$ cat config.mk
export PLATFORM = sky130hd
export DESIGN_NAME = imem_loader
export DESIGN_NICKNAME = d
export VERILOG_FILES = /design/src/rtl/imem_loader.sv
export SDC_FILE = /design/constraint.sdc
export NUM_CORES = 1
export LEC_CHECK = 0
export CAP_MARGIN = 40
export CORE_ASPECT_RATIO = 1.4
export CORE_MARGIN = 5
export CORE_UTILIZATION = 50
export DETAILED_ROUTE_END_ITERATION = 12
export HOLD_SLACK_MARGIN = 0.08
export PLACE_DENSITY_LB_ADDON = 0.1
export SLEW_MARGIN = 40
export SYNTH_ARGS = -nofsm -noshare
export SYNTH_HDL_FRONTEND = slang
export SYNTH_SLANG_ARGS = --single-unit
$ cat constraint.sdc
create_clock -name clk -period 4 [get_ports clk]
set_clock_uncertainty 0.2 [all_clocks]
set_input_delay 0.4 -clock clk [delete_from_list [all_inputs] [get_ports clk]]
set_output_delay 0.4 -clock clk [all_outputs]
set_load 0.1 [all_outputs]
$ cat src/rtl/imem_loader.sv
`default_nettype none
// ============================================================================
//  Module      : imem_loader
//  Description : Serial byte-stream loader for an instruction memory.
//                Collects bytes little-endian into 32-bit words and writes
//                DEPTH consecutive words starting at index 0. The CPU is
//                held in reset (busy) for the whole session.
//                Optional feature macro: IMEM_LOADER_CHECKSUM_EN
//                (when defined, checksum accumulates every written word).
//  Revision    : 1.0  - initial release
// ============================================================================
module imem_loader #(
    parameter int DEPTH = 256
) (
    input  logic        clk,
    input  logic        rst,
    input  logic        start,
    input  logic        abort,
    input  logic [7:0]  byte_in,
    input  logic        byte_valid,
    output logic        byte_ready,
    output logic        ImemWrEn,
    output logic [31:0] ImemWrAddr,
    output logic [31:0] ImemWrData,
    output logic        busy,
    output logic        done,
    output logic [31:0] checksum
);

    // Word counter wide enough to hold the highest legal index DEPTH-1.
    localparam int CW = (DEPTH > 1) ? $clog2(DEPTH) : 1;

    localparam logic [CW-1:0] c_last_idx = CW'(DEPTH - 1);
    localparam logic [CW-1:0] c_cnt_one  = CW'(1);

    localparam logic [1:0] c_st_idle  = 2'd0;
    localparam logic [1:0] c_st_recv  = 2'd1;
    localparam logic [1:0] c_st_write = 2'd2;
    localparam logic [1:0] c_st_done  = 2'd3;

    logic [1:0]    r_state;
    logic [1:0]    w_state_next;
    logic [CW-1:0] r_cnt;
    logic [1:0]    r_lane;
    logic [23:0]   r_asm;
    logic          r_wr_en;
    logic [31:0]   r_wr_addr;
    logic [31:0]   r_wr_data;
    logic          r_busy;
    logic          r_done;
    logic          w_idle_like;
    logic          w_xfer;

    assign w_idle_like = (r_state == c_st_idle) || (r_state == c_st_done);

    // Ready is the only combinational output: an abort blocks the byte that
    // arrives in the same cycle, so a partial word can never complete then.
    assign byte_ready = (r_state == c_st_recv) && !abort;
    assign w_xfer     = byte_valid && byte_ready;

    // Next-state decision for the load session.
    always_comb begin
        w_state_next = r_state;
        case (r_state)
            c_st_idle, c_st_done: begin
                if (start) begin
                    w_state_next = c_st_recv;
                end
            end
            c_st_recv: begin
                if (abort) begin
                    w_state_next = c_st_idle;
                end else if (w_xfer && (r_lane == 2'd3)) begin
                    w_state_next = c_st_write;
                end
            end
            c_st_write: begin
                if (abort) begin
                    w_state_next = c_st_idle;
                end else if (r_cnt == c_last_idx) begin
                    w_state_next = c_st_done;
                end else begin
                    w_state_next = c_st_recv;
                end
            end
            default: begin
                w_state_next = c_st_idle;
            end
        endcase
    end

    // State register.
    always_ff @(posedge clk) begin
        if (rst) begin
            r_state <= c_st_idle;
        end else begin
            r_state <= w_state_next;
        end
    end

    // Status flags and write strobe are registered from the next state so
    // they line up exactly with the state they describe.
    always_ff @(posedge clk) begin
        if (rst) begin
            r_wr_en <= 1'b0;
            r_busy  <= 1'b0;
            r_done  <= 1'b0;
        end else begin
            r_wr_en <= (w_state_next == c_st_write);
            r_busy  <= (w_state_next == c_st_recv) || (w_state_next == c_st_write);
            r_done  <= (w_state_next == c_st_done);
        end
    end

    // Byte assembly, word counter and the held write address/data.
    always_ff @(posedge clk) begin
        if (rst) begin
            r_cnt     <= '0;
            r_lane    <= 2'd0;
            r_asm     <= 24'd0;
            r_wr_addr <= 32'd0;
            r_wr_data <= 32'd0;
        end else begin
            case (r_state)
                c_st_idle, c_st_done: begin
                    if (start) begin
                        r_cnt  <= '0;
                        r_lane <= 2'd0;
                        r_asm  <= 24'd0;
                    end
                end
                c_st_recv: begin
                    if (abort) begin
                        r_lane <= 2'd0;
                        r_asm  <= 24'd0;
                    end else if (w_xfer) begin
                        case (r_lane)
                            2'd0: r_asm[7:0]   <= byte_in;
                            2'd1: r_asm[15:8]  <= byte_in;
                            2'd2: r_asm[23:16] <= byte_in;
                            default: begin
                                // Fourth byte goes straight into the write
                                // data so the strobe follows the handshake.
                                r_wr_data <= {byte_in, r_asm};
                                r_wr_addr <= {{(32 - CW){1'b0}}, r_cnt};
                            end
                        endcase
                        r_lane <= r_lane + 2'd1;
                    end
                end
                c_st_write: begin
                    r_cnt  <= r_cnt + c_cnt_one;
                    r_lane <= 2'd0;
                end
                default: begin
                    r_lane <= 2'd0;
                end
            endcase
        end
    end

`ifdef IMEM_LOADER_CHECKSUM_EN
    logic [31:0] r_csum;

    // Accumulate each word as its write cycle completes, so the sum is
    // final on the same edge that raises done.
    always_ff @(posedge clk) begin
        if (rst) begin
            r_csum <= 32'd0;
        end else if (w_idle_like && start) begin
            r_csum <= 32'd0;
        end else if (r_state == c_st_write) begin
            r_csum <= r_csum + r_wr_data;
        end
    end

    assign checksum = r_csum;
`else
    assign checksum = 32'd0;
`endif

    assign ImemWrEn   = r_wr_en;
    assign ImemWrAddr = r_wr_addr;
    assign ImemWrData = r_wr_data;
    assign busy       = r_busy;
    assign done       = r_done;

endmodule
`default_nettype wire
======== Word level (Yosys, flattened, before mapping) ========
Index checks and enable logic that the tools add are counted.
storage, ports and cells
  bits in registers ....................... 79
  bits in latches ......................... 0
  memory bits (writable) .................. 0
  ROM bits ................................ 0
  logic and storage cells ................. 66
  memories ................................ 0
cells by class
  add/sub/neg operators ................... 2
  multipliers ............................. 0
  div/mod/pow operators ................... 0
  order comparisons ....................... 0
  eq/ne operators ......................... 15
  shift operators ......................... 0
  multiplexer cells ....................... 19
  bitwise logic cells ..................... 2
  reductions and logical operators ........ 17
operators with widths
  cell                   count
  $mux W24               3
  $pmux W24 S2           1
  $mux W8                4
  $mux W2                8
  $pmux W8 S2            1
  $reduce_and A4 Y1      4
  $eq A2 B2 Y1 const B   6
  $pmux W2 S3            2
  $ne A3 B2 Y1 const B   3
  $add A8 B1 Y8 const B  1
  $eq A8 B8 Y1 const B   1
  $eq A2 B1 Y1 const B   3
  $logic_not A2 Y1       2
  $reduce_and A2 Y1      2
  $reduce_bool A2 Y1     2
  $logic_and A1 B1 Y1    3
  $ne A3 B3 Y1 const B   1
  $reduce_or A3 Y1       1
  $add A2 B1 Y2 const B  1
  $ne A2 B2 Y1 const B   1
  $not A1 Y1             2
  $reduce_or A2 Y1       1
  $logic_not A1 Y1       1
  $logic_or A1 B1 Y1     1

======== Logic depth before layout (Yosys ltp) ========
Gate-level depths: netlist (run 1).
  depth in word-level cells ............... 9
  mapped depth ............................ 9
  depth with buffers taken out ............ 8

======== Least setup slack after synthesis (run 1) ========
OpenSTA, ideal clock, no wires.
  path type ............................... reg-to-reg
  start point ............................. register r_state[0]
  end point ............................... register r_asm[0]
  arrival time ............................ 1665 ps
  required time ........................... 3686 ps
  setup slack ............................. 2020 ps
  cell stages (with the launch flop) ...... 8
  path buffers ............................ 1
  clock period less this slack ............ 1980 ps
  path through ............................ dfxtp_1 > inv_1 > ha_1 > buf_6 > nor2b_4 > a211oi_4 > mux2i_1 > nor2_1
on the way
  cells in the longest elaborated chain, start to end .. 5
ends and longest elaborated chain
  what                         line     text
  from (decl)                  41       logic [1:0] r_state;
  from (signal assigned)       95       r_state <= c_st_idle;
  from (signal assigned)       97       r_state <= w_state_next;
  $eq A2 B1 Y1                 58, 124
  $logic_and A1 B1 Y1          58       assign byte_ready = (r_state == c_st_recv) && !abort;
  $logic_and A1 B1 Y1          59       assign w_xfer = byte_valid && byte_ready;
  $ne A3 B3 Y1 (no line)       --
  $reduce_and A4 Y1 (no line)  --
  to (signal assigned)         138      2'd0: r_asm[7:0] <= byte_in;
  to (decl)                    45       logic [23:0] r_asm;
Parallel ways exist; a longest one is shown, timed or not.
A chain may end at the register's enable or synchronous reset.

======== Worst setup path after layout (run 1) ========
  start point ............................. register r_state[0]
  end point ............................... register r_wr_data[17] (netlist: ImemWrData[17])
on the way
  cells in the longest elaborated chain, start to end .. 4
ends and longest elaborated chain
  what                           line     text
  $eq A2 B1 Y1 *                 58, 124
  $logic_and A1 B1 Y1            58
  $logic_and A1 B1 Y1            59
  $reduce_and A4 Y1 (no line) *  --
  to (signal assigned)           144      r_wr_data <= {byte_in, r_asm};
  to (decl)                      48       logic [31:0] r_wr_data;
Every way passes the cells marked *; elsewhere a longest branch is shown, timed or not.

==> impl_metrics.json, run 1 <==
{
  "grt_max_degree": 49,
  "vias": 2581,
  "clk-insertion-delay-late_ns": 0.34,
  "setup_viol": 0,
  "ios": 113,
  "ctsHoldBuffers": 0,
  "cp-end-kind": "flop",
  "hold_viol_final": 0,
  "cts_root_buf": "clkbuf_8",
  "rows": 36,
  "cts_tree": "done",
  "port_buffers": 56,
  "num-nets-final": 481,
  "arrival_ns": 2.32,
  "yosys.area_share.simple": 0.185,
  "place.detailed.hpwl_um": 5330,
  "power_density_nw_per_um2": 427,
  "dieHeight_um": 110,
  "ant_nets": 0,
  "cts.htree.levels": 3,
  "synth_fa_ha_area_frac": 0.0312,
  "gr-total-overflow": 0,
  "dp_slack_ns": 1.42,
  "layout_setup_ws_ns": 1.76,
  "ys_warn_count": 0,
  "critPathMaxFanout": 31,
  "stdcell_area_um2": 3910,
  "clockBufferDepth": 2,
  "maxCapViolations": 0,
  "wl_um": 7320,
  "async_flop_share": 0,
  "synth_area_leaders": "dfxtp_1, buf_4, nand2_1",
  "synth.top_cells.by_count": "nand2_1, dfxtp_1, buf_4",
  "die_w_um": 81.8,
  "numCtsBuffers": 9,
  "firstDrtPassIters": 4,
  "post-route-drc-count": 0,
  "yosys-mux-area-fraction": 0.0722,
  "synth-seq-cells": 79,
  "start_util": 0.516,
  "antenna_found_initial": 0,
  "post_drt_wl_per_cell_um": 13.1,
  "critPathLaunchType": "flop",
  "cp.required_ns": 4.08,
  "finalNonFillerCells": 559,
  "drt-initial-drc-count": 133,
  "fin_crit_ns": 2.24,
  "dieArea_um2": 9030,
  "synth_cells": 410,
  "min_period_over_period": 0.560,
  "tightest_slew_ns": 0.684,
  "syn-cell-area_um2": 3600,
  "yosysTopAreaCell": "dfxtp_1",
  "viasPerCell": 4.62,
  "yosysTopAreaCellShare": 0.439,
  "rsz0062_at_grt": "no",
  "cts_sinks": 79,
  "syn_avg_cell_area_um2": 8.79,
  "syn_to_final_growth_pct": 8.43,
  "postCtsSetupBuffers": 0,
  "slew_headroom": 0.531,
  "insertedDiodeCount": 0,
  "status": "finished clean",
  "peakVddDrop_mv": 0.245,
  "gp_congestion": 0.797,
  "synth_cell_type_count": 36,
  "ys.flop_type": "dfxtp_1",
  "post_dp_cell_area_um2": 3730,
  "grt_util_all_layers": 0.171,
  "grt_pass1_vias": 2521,
  "fin_util": 0.560,
  "path_clk_slew_ns": 0.08,
  "hp-class": "reg2reg",
  "grt_pass1_wl_um": 12100,
  "synth_top_family_by_area": "simple AND/OR/NAND/NOR gates",
  "core_region_area_um2": 6980,
  "post-synth-top-count-cell": "nand2_1",
  "tns_ns": 0,
  "crit_type": "reg2reg",
  "drv_slew": 0,
  "synth_xor_area_frac": 0.0121,
  "synth_compound_area_frac": 0.0948,
  "cts_resized": 0,
  "drive_gt1_frac": 0.179,
  "synth_edf_count": 0,
  "holdWs_ns": 0.255,
  "power_mw": 1.67,
  "power.leakage_nw": 1.72,
  "fmaxAchievable_ghz": 0.446,
  "synth-seq-area-share": 0.439,
  "place_inst": 543
}
[kinds of logic (layout without fill, tap and decap cells)]
logic type,Yosys count,count (layout)
AO/OA/AOI/OAI,56,56
XOR/XNOR,5,5
adder cells (fa/ha/maj),9,9
buffers and inverters,84,83
flip-flops,79,79
multiplexers,26,26
other,1,56
AND/OR/NAND/NOR,150,150
[per-layer routing]
layer / GRT usage / up-vias / share of wire
met5: 0 / - / 0
li1: - / 1311 / -
met3: 0.0456 / 6 / 0.047
met2: 0.295 / 61 / 0.52
met4: 0.0565 / 0 / 0.012
met1: 0.198 / 1203 / 0.42
[final timing paths]
check | from | to | slack [ns] | cells after the start
min | r_asm[4] | ImemWrData[4] | 0.25 | 2
max reg2reg | r_state[0] | ImemWrData[17] | 1.76 | 7
min reg2reg | r_asm[4] | ImemWrData[4] | 0.25 | 2
max | r_state[0] | ImemWrData[17] | 1.76 | 7
[placed cells by master, fill, tap and decap left out, types with 2 or more instances in the layout]
cell / n
a22oi_1: 2
nand4_1: 2
clkbuf_8: 10
buf_4: 6
clkbuf_1: 2
conb_1: 56
nand2_2: 3
mux2i_1: 26
nor3_1: 3
a211oi_4: 3
buf_2: 43
ha_1: 9
and2_2: 8
xnor2_1: 5
clkdlybuf4s50_1: 11
o21ai_0: 5
nand3_1: 3
dfxtp_1: 79
inv_1: 6
and3_1: 2
nand2_1: 84
nor2b_1: 2
a21oi_1: 42
nor2_1: 36
[area by class of cell]
cell class	instances	area (um^2)
inverter	7	26.3
multi-input combinational	302	1640
tap	95	119
fill	684	3070
clock buffer	12	145
sequential	79	1580
timing repair buffer	60	370
clock inverter	4	30.0
[power breakdown]
| part | internal [mW] | leakage [nW] | switching, mW |
|---|---|---|---|
| logic | 0.0425 | 1.00 | 0.296 |
| clock network | 0.245 | 0.0870 | 0.286 |
| registers | 0.793 | 0.637 | 0.00431 |
| total | 1.08 | 1.72 | 0.587 |
[sequential cells by signal (all words and copies together) (netlist names)]
name	cells
busy	1
r_asm	24
r_state	2
done	1
r_cnt	8
ImemWrAddr	8
ImemWrEn	1
r_lane	2
ImemWrData	32
[worst max-delay path, cell delays in order (launching register included)]
cell and delay [ns]:
dfxtp_1 0.38, ha_1 0.24, nand2b_4 0.07, inv_2 0.23, and3_1 0.42, buf_4 0.38, nand2_1 0.11, a21oi_1 0.13
Note: power is estimated with default switching activity, not from simulation.
==> run 2, diff against run 1 <==
--- a/config.mk
+++ b/config.mk
@@ -8,7 +8,7 @@
 export CAP_MARGIN = 40
 export CORE_ASPECT_RATIO = 1.4
 export CORE_MARGIN = 5
-export CORE_UTILIZATION = 50
+export CORE_UTILIZATION = 42
 export DETAILED_ROUTE_END_ITERATION = 12
 export HOLD_SLACK_MARGIN = 0.08
 export PLACE_DENSITY_LB_ADDON = 0.1
==> constraint.sdc (replaced) <==
create_clock -name clk -period 1.85 [get_ports clk]
set_clock_uncertainty 0.2 [all_clocks]
set_input_delay 0.185 -clock clk [delete_from_list [all_inputs] [get_ports clk]]
set_output_delay 0.185 -clock clk [all_outputs]
set_load 0.1 [all_outputs]
==> impl_metrics.json, run 2 (same netlist as run 1, synthesis figures left out) <==
{
  "status": "finished clean",
  "grt_max_degree": 40,
  "largest_reg_flops": 32,
  "fin_util": 0.583,
  "critPathMaxFanout": 8,
  "critPathLaunchType": "flop",
  "hp-class": "in2reg",
  "dieHeight_um": 120,
  "final_cell_mix": "nand2_1, dfxtp_1, conb_1, buf_12, a21oi_1",
  "place.detailed.hpwl_um": 5910,
  "start_util": 0.424,
  "power.leakage_nw": 2.01,
  "viasPerCell": 4.61,
  "min_period_over_period": 0.975,
  "holdWs_ns": 0.230,
  "crit_family": "buffers and inverters",
  "ios": 113,
  "final_common_cell": "nand2_1",
  "grt_pass1_wl_um": 13000,
  "cts_root_buf": "clkbuf_16",
  "cts_tree": "done",
  "cts_sinks": 79,
  "arrival_ns": 1.82,
  "cp.required_ns": 1.86,
  "die_w_um": 88.3,
  "grt_pass1_vias": 2615,
  "post_drt_wl_per_cell_um": 13.8,
  "ant_nets": 0,
  "path_cells": "buf_6 > ha_4 > nand2b_4 > inv_8 > a211oi_4 > buf_12 > mux2i_2 > nor2_1",
  "hold_viol_final": 0,
  "crit_path_top_delay_cell": "dfxtp_2",
  "syn_to_final_growth_pct": 37.6,
  "place_inst": 570,
  "gp_congestion": 0.774,
  "vias": 2723,
  "grt_util_all_layers": 0.160,
  "cts.htree.levels": 3,
  "multi_input_area_um2": 1680,
  "port_buffers": 56,
  "wl_um": 8150,
  "clockBufferDepth": 2,
  "drv_slew": 0,
  "finalNonFillerCells": 591,
  "post-route-drc-count": 0,
  "insertedDiodeCount": 0,
  "nFillCells": 758,
  "ff_latch_area_um2": 1590,
  "fmaxAchievable_ghz": 0.554,
  "grt_util_met3": 0.0275,
  "cpPeakStageDelay_ns": 0.33,
  "fin_crit_ns": 1.80,
  "gr-total-overflow": 0,
  "antenna_found_initial": 0,
  "clk-insertion-delay-late_ns": 0.33,
  "num-nets-final": 503,
  "rsz0062_at_grt": "yes",
  "drive_gt1_frac": 0.241,
  "path_clk_slew_ns": 0.06,
  "top_usage_layer": "met2",
  "drt-initial-drc-count": 81,
  "power_density_nw_per_um2": 847,
  "layout_setup_ws_ns": 0.0462,
  "peakVddDrop_mv": 0.505,
  "setup_viol": 0,
  "dieArea_um2": 10600,
  "cp-end-kind": "flop",
  "grtUsageMet1": 0.184,
  "dp_slack_ns": -0.113,
  "path_buf_inv": 3,
  "firstDrtPassIters": 4,
  "core_region_area_um2": 8510,
  "rows": 40,
  "maxCapViolations": 0,
  "crit_type": "reg2reg",
  "numCtsBuffers": 9,
  "met2_usage": 0.282
}
-- run 2: cell count changes in the layout (fill, tap and decap cells not counted), moves of 3 or more --
cell | before | now
buf_12 | 0 | 47
buf_4 | 6 | 17
clkbuf_8 | 10 | 0
inv_1 | 6 | 3
clkbuf_16 | 0 | 9
buf_2 | 43 | 1
buf_6 | 0 | 5
-- run 2: tightest hold or removal path, cell delays in order --
cell	delay [ns]
clkdlybuf4s50_1	0.42
nand2_1	0.06
a21oi_1	0.05
-- run 2: path summary, 6_finish.rpt --
check              endpoint  slack [ns]  cells past startpoint        from
max                r_asm[2]        0.05                      8  r_state[0]
min reg2reg  ImemWrData[10]        0.26                      2   r_asm[10]
min          ImemWrData[31]        0.23                      3  byte_in[7]
max reg2reg        r_asm[2]        0.05                      8  r_state[0]
-- run 2: power breakdown --
part	internal (mW)	switching [mW]
logic	0.161	0.661
registers	1.72	0.00965
clock network	0.924	0.729
total	2.80	1.40
-- run 2: what timing repair did --
item	CTS	global route
setup endpoints to repair	62	30
pin swaps	0	8
setup buffers	0	4
resized for setup	9	13
hold buffers	1	0
hold endpoints to repair	3	0
-- run 2: final cells by class --
class	instances	area share
clock buffer	9	0.0454
clock inverter	7	0.0111
inverter	7	0.00681
multi-input combinational	302	0.338
sequential	79	0.320
tap	105	0.0265
timing repair buffer	82	0.252
-- run 2: per-stage QoR --
step	total power [mW]	TNS, ns	instance area (um^2)
3_5_place_dp	2.56	-4.57	4570
5_1_grt	4.34	-0.162	4960
6_report	4.20	0	4960
3_3_place_gp	2.55	-4.43	4570
4_1_cts	4.23	0	4900
2_1_floorplan	2.53	-0.924	3820
-- run 2: metal layers --
metal,vias up,wire (um)
met5,-,0
met3,11,318
li1,1365,-
met4,0,141
met2,59,4530
met1,1288,3160
==> run 3, diff against run 2 <==
--- a/config.mk
+++ b/config.mk
@@ -9,6 +9,7 @@
 export CORE_ASPECT_RATIO = 1.4
 export CORE_MARGIN = 5
 export CORE_UTILIZATION = 42
+export CTS_CLUSTER_SIZE = 14
 export DETAILED_ROUTE_END_ITERATION = 12
 export HOLD_SLACK_MARGIN = 0.08
 export PLACE_DENSITY_LB_ADDON = 0.1
==> results of run 3 <==
Same layout as run 2: the final DEF is identical, and so are final timing and power.
